--- src/rtl/bcd_converter.sv ---
// Sequential double-dabble binary-to-BCD converter for the 7-seg path.
// Optional BCD_CONVERTER_SIGNED_EN converts the magnitude of a signed value.
module bcd_converter #(
  parameter int WIDTH  = 16,
  parameter int DIGITS = 5
) (
  input  logic                clock,
  input  logic                reset,
  input  logic                start,
  input  logic [WIDTH-1:0]    value,
  output logic                busy,
  output logic                done,
  output logic [4*DIGITS-1:0] bcd,
  output logic                negative
);

  localparam int CW = $clog2(WIDTH + 1);
  localparam int BW = 4 * DIGITS;

  typedef enum logic [1:0] {
    S_IDLE,
    S_SHIFT,
    S_DONE
  } state_t;

  state_t           state;
  logic [BW-1:0]    scratch;
  logic [WIDTH-1:0] operand;
  logic [CW-1:0]    cnt;
  logic [WIDTH-1:0] mag;
  logic [BW-1:0]    adj;
  logic [BW-1:0]    scr_nx;
  logic [WIDTH-1:0] opd_nx;

`ifdef BCD_CONVERTER_SIGNED_EN
  logic sign;
  logic neg_q;
  assign sign = value[WIDTH-1];
  assign mag  = sign ? (~value + WIDTH'(1)) : value;
`else
  assign mag      = value;
  assign negative = 1'b0;
`endif

  // Add-3 correction precedes the shift so no digit exceeds 9 afterwards.
  always_comb begin
    adj = scratch;
    for (int i = 0; i < DIGITS; i++) begin
      if (scratch[4*i +: 4] >= 4'd5)
        adj[4*i +: 4] = scratch[4*i +: 4] + 4'd3;
    end
    {scr_nx, opd_nx} = {adj, operand} << 1;
  end

  always_ff @(posedge clock or posedge reset) begin
    if (reset) begin
      state    <= S_IDLE;
      scratch  <= '0;
      operand  <= '0;
      cnt      <= '0;
      busy     <= 1'b0;
      done     <= 1'b0;
      bcd      <= '0;
`ifdef BCD_CONVERTER_SIGNED_EN
      neg_q    <= 1'b0;
      negative <= 1'b0;
`endif
    end else begin
      done <= 1'b0;
      unique case (state)
        S_IDLE: begin
          if (start) begin
            operand <= mag;
            scratch <= '0;
            cnt     <= '0;
            busy    <= 1'b1;
            state   <= S_SHIFT;
`ifdef BCD_CONVERTER_SIGNED_EN
            neg_q   <= sign;
`endif
          end
        end
        S_SHIFT: begin
          scratch <= scr_nx;
          operand <= opd_nx;
          cnt     <= cnt + CW'(1);
          // Result is published on the final shift edge with done.
          if (cnt == CW'(WIDTH - 1)) begin
            state    <= S_DONE;
            busy     <= 1'b0;
            done     <= 1'b1;
            bcd      <= scr_nx;
`ifdef BCD_CONVERTER_SIGNED_EN
            negative <= neg_q;
`endif
          end
        end
        S_DONE: state <= S_IDLE;
        default: state <= S_IDLE;
      endcase
    end
  end

endmodule
--- config.mk ---
export PLATFORM = sky130hd
export DESIGN_NAME = bcd_converter
export DESIGN_NICKNAME = d
export VERILOG_FILES = /design/src/rtl/bcd_converter.sv
export SDC_FILE = /design/constraint.sdc
export NUM_CORES = 1
export LEC_CHECK = 0
export ABC_CLOCK_PERIOD_IN_PS = 5270
export BUFFER_PORTS_ARGS = -buffer_cell sky130_fd_sc_hd__buf_2
export CORE_ASPECT_RATIO = 0.5
export CORE_UTILIZATION = 46
export CTS_BUF_LIST = sky130_fd_sc_hd__clkbuf_16
export CTS_CLUSTER_SIZE = 24
export DETAILED_ROUTE_END_ITERATION = 16
export PLACE_DENSITY = 0.66
export SLEW_MARGIN = 40
export SYNTH_ARGS = -nofsm -noshare
export SYNTH_HDL_FRONTEND = slang
export SYNTH_SLANG_ARGS = --single-unit
--- constraint.sdc ---
create_clock -name clock -period 5.27 [get_ports clock]
set_clock_uncertainty 0.15 [all_clocks]
set_input_delay 0.7905 -clock clock [delete_from_list [all_inputs] [get_ports clock]]
set_output_delay 0.7905 -clock clock [all_outputs]
set_load 0.02 [all_outputs]
# --- Word level (Yosys, flattened, before mapping) ---
# Cells that the tools add are included.
op_classes:
  bitwise_logic: 0
  mul: 0
  shift: 0
  reduce_logical: 6
  n_lt_le_gt_ge: 5
  muxes: 19
  eq_ne: 4
  div_mod_pow: 0
  add_sub_neg: 6
op_table:
  columns: ["operator", "n"]
  rows:
  - ["$pmux 20 s2", 1]
  - ["$pmux 16 s2", 1]
  - ["$ge 4x3->1 const B", 5]
  - ["$mux 20", 1]
  - ["$add 4x2->4 const B", 4]
  - ["$mux 16", 1]
  - ["$mux 4", 4]
  - ["$pmux 5 s2", 1]
  - ["$reduce_and 2->1", 3]
  - ["$add 5x1->5 const B", 1]
  - ["$eq 5x4->1 const B", 1]
  - ["$mux 5", 1]
  - ["$mux 1", 4]
  - ["$mux 2", 2]
  - ["$ne 2x2->1 const B", 2]
  - ["$pmux 2 s2", 1]
  - ["$add 3x2->3 const B", 1]
  - ["$mux 3", 1]
  - ["$reduce_and 3->1", 1]
  - ["$eq 2x1->1 const B", 1]
  - ["$logic_not 2->1", 1]
  - ["$pmux 1 s2", 1]
  - ["$reduce_bool 2->1", 1]
word_totals:
  mem_bits_ro: 0
  memories: 0
  reg_bits: 65
  elab_cells: 47
  ram_bits: 0
  latchBits: 0

# --- Longest topological paths before layout ---
depth:
  word_depth: 3
  depth_mapped: 7
  mapped_depth_nobuf: 6

# --- Worst setup path after synthesis ---
# OpenSTA, ideal clock, no wires.
synth_timing:
  path_kind: "input-to-reg"
  start: "input port start"
  end: "register cnt[2]"
  setup_time_ns: 0.123
  setup_slack_ns: 3.294
  arrival_time_ns: 1.703
  n_path_buf: 2
  required_ns: 4.997
  stages: 6
  path_cell_list: "or3b_1 > buf_6 > and2_4 > buf_6 > o21ai_1 > o21ai_1"
synth_via:
  elab_chain_len: 2
synth_rtl:
  columns: ["item", "line_no", "rtl"]
  rows:
  - ["from (decl)", "9", "input logic start,"]
  - ["$ne 2x2->1 (no source line)", null, null]
  - ["$reduce_and 2->1 (no source line)", null, null]
  - ["to (signal assigned)", "86", "cnt <= cnt + CW'(1);"]
  - ["to (decl)", "29", "logic [CW-1:0] cnt;"]
# Every way passes these cells.
# A chain may end at the register's enable or synchronous reset.

# --- Worst setup path after layout ---
layout_timing:
  start: "input port start"
  end: "register scratch[3]"
layout_via:
  elab_chain_len: 2
layout_rtl:
  columns: ["item", "line_no", "rtl"]
  rows:
  - ["$ne 2x2->1 (no source line)", null, null]
  - ["$reduce_and 2->1 (no source line)", null, null]
  - ["to (signal assigned)", "84", "scratch <= scr_nx;"]
  - ["to (decl)", "27", "logic [BW-1:0] scratch;"]
# Every way passes these cells.

==> impl_metrics.json <==
{
  "status": "finished, final reports clean",
  "grt_usage": 0.195,
  "power_mw": 2.39,
  "post-route-period-util": 0.433,
  "post_cts_buffers": 0,
  "nNetsFinal": 362,
  "io_buffers": 40,
  "ys_ff_latch": 65,
  "clock-sinks": 65,
  "ctsHoldBuffers": 0,
  "cts_resized": 0,
  "wl_per_cell_um": 13.7,
  "grt_max_degree": 66,
  "cap_violations": 0,
  "coreArea_um2": 6130,
  "cts_root_buffer": "clkbuf_16",
  "slowest_delay_ps": 700,
  "slew_headroom": 0.538,
  "worstSetupStartpointType": "input pin",
  "setup_viol": 0,
  "slowest_stage": "or3b_2",
  "drc_errors": 0,
  "viasPerCell": 5.15,
  "syn_area_um2": 2960,
  "crit_path_max_fanout": 29,
  "synth_cells": 295,
  "period_needed_ps": 2280,
  "setup-tns-final_ps": 0,
  "vias": 2180,
  "cts_inserted_buffers": 9,
  "hold_viol_final": 0,
  "fp.dieH_um": 58.7,
  "fmax_mhz": 438,
  "place.gp.congestion": 0.755,
  "cp_data_required_time_ps": 5330,
  "endpoint_kind": "register",
  "cts_tree": "yes",
  "grt_pass1_vias": 2106,
  "area_growth_pct": 16.2,
  "min_path_type": "register to register",
  "drive_gt1_frac": 0.188,
  "dr.pass1.iters": 4,
  "power_density_nw_per_um2": 695,
  "cp_cell_sequence": "buf_2 -> or3b_2 -> nand2_4 -> o31ai_1 -> a32o_1",
  "dp_hpwl_um": 3710,
  "grt_setup_unrepaired": "false",
  "yosysSeqAreaShare": 0.550,
  "overflow": 0,
  "cpLargestDelayFamily": "simple AND/OR/NAND/NOR gates",
  "synth.distinct_cells": 27,
  "criticalPathCategory": "input pin to register",
  "vdd_drop_max_mv": 0.315,
  "worst_pin_slew_ps": 694,
  "grt_antenna_before_repair": 0,
  "synth.net_count": 326,
  "io_pins": 42,
  "rows": 20,
  "die_area_um2": 6770,
  "path_buf_inv": 1,
  "clk_pin_slew_ps": 50,
  "h-tree-depth": 3,
  "grt_pass1_wl_um": 9770,
  "initial_core_util": 0.482,
  "postRouteAntennaNets": 0,
  "clockBufferDepth": 2,
  "diodes": 0,
  "critPathArrivalTime_ps": 2340,
  "drtIter0Drc": 112,
  "ys_warn_count": 0,
  "p_leak_nw": 1.64,
  "avgSynthCellArea_um2": 10.0,
  "fillers": 565,
  "drv_slew": 0,
  "die_x_um": 115,
  "worstSkewPairLatency_ps": 330,
  "wirelength_um": 5800
}
==> per-layer routing <==
layer  vias up  track usage  part of all wire
li1       1091            -                 -
met4         0       0.0612             0.010
met2        39        0.311              0.45
met5         -            0                 0
met1      1042        0.250              0.49
met3         8       0.0742             0.050
==> path summary, 6_finish.rpt <==
kind | from | endpoint | slack (ps) | cells after the start
setup / recovery | start | scratch[3]$_DFFE_PP0P_ | 2990 | 5
hold / removal | bcd[2]$_DFFE_PP0P_ | bcd[2]$_DFFE_PP0P_ | 320 | 2
setup reg to reg | cnt[0]$_DFFE_PP0P_ | bcd[6]$_DFFE_PP0P_ | 3040 | 6
hold reg to reg | bcd[2]$_DFFE_PP0P_ | bcd[2]$_DFFE_PP0P_ | 320 | 2
max in group asynchronous | reset | bcd[19]$_DFFE_PP0P_ | 4100 | 3
min in group asynchronous | reset | cnt[1]$_DFFE_PP0P_ | 430 | 3
==> worst min-delay path: stages (launching register included) <==
cell and delay, ps:
dfrtp_1 330, nand2_1 50, o21ai_0 60
==> layout by cell type (no fill, tap or decap), drive strengths merged <==
master  synthesis  final
conb            1      1
nor2b           1      1
o31ai           5      5
a21oi          14     14
ha             12     12
nand2b          6      6
dfrtp          65     65
clkbuf          8      9
nand2          34     34
buf            10     43
inv            15     20
nand3           5      5
nand4           1      1
a32o            5      5
and2            1      1
or3b            1      1
nor2           31     31
and3            1      1
o22ai          24     24
xnor2           5      5
nor3b           9      9
clkinv          0      1
mux2            6      6
o21ai          35     35
==> area by class of cell <==
class / count / area [µm²] / share of cell area
flip-flops and latches: 65 / 1630 / 0.473
multi-input cells: 197 / 1170 / 0.340
repair buffers: 43 / 226 / 0.0659
clock buffers: 9 / 225 / 0.0655
well taps: 88 / 110 / 0.0320
inverters: 15 / 56.3 / 0.0164
clock inverters: 6 / 22.5 / 0.00655
==> power by group <==
group / total [mW] / internal, mW / leakage, nW / switching, mW
Sequential: 0.873 / 0.726 / 0.794 / 0.147
Combinational: 1.02 / 0.411 / 0.710 / 0.605
Clock: 0.498 / 0.304 / 0.139 / 0.194
Total: 2.39 / 1.44 / 1.64 / 0.946
==> logic make-up (layout without fill, tap and decap cells) <==
family / after synthesis / in the layout / share of synthesized area
simple gates: 90 / 90 / 0.141
mux: 6 / 6 / 0.0229
flops: 65 / 65 / 0.550
xor+xnor: 5 / 5 / 0.0148
other cells: 1 / 1 / 0.00127
compound gates: 83 / 83 / 0.163
fa+ha+maj: 12 / 12 / 0.0508
buf+inv: 33 / 73 / 0.0554
==> cells in the mapped netlist <==
cell type  count  share of area
mux2_2         6          0.023
nand2b_1       6          0.013
buf_4          1         0.0025
nand2_4        1         0.0038
buf_2          5         0.0085
conb_1         1         0.0013
dfrtp_1       65           0.55
xnor2_1        5          0.015
clkbuf_1       8          0.010
a32o_1         5          0.017
nor2b_1        1         0.0021
ha_1          12          0.051
or3b_1         1         0.0030
o21ai_1        3         0.0051
inv_1         15          0.019
o22ai_1       24          0.051
nand2_1       33          0.042
o31ai_1        5          0.013
nor2_1        31          0.039
nand4_1        1         0.0021
and3_1         1         0.0021
o21ai_0       32          0.054
a21oi_1       14          0.024
buf_6          4          0.015
nand3_1        5         0.0085
and2_4         1         0.0030
nor3b_1        9          0.023
==> state kept, by name, indices dropped and copies added (netlist names) <==
name     count
bcd         20
scratch     20
operand     16
cnt          5
state        2
busy         1
done         1
==> through the flow <==
step                cell area, µm²   util  std cells  worst slack [ps]  hold slack [ps]
floorplan                     2960      -        295              2700              299
global placement              3180  0.519        408              2660              311
detailed placement            3180  0.519        408              2600              316
CTS                           3430  0.559        423              2710              327
global route                  3440  0.560        423              2820              348
finish                        3440  0.560        423              2990              318
Note: power is estimated with default switching activity, not from simulation.
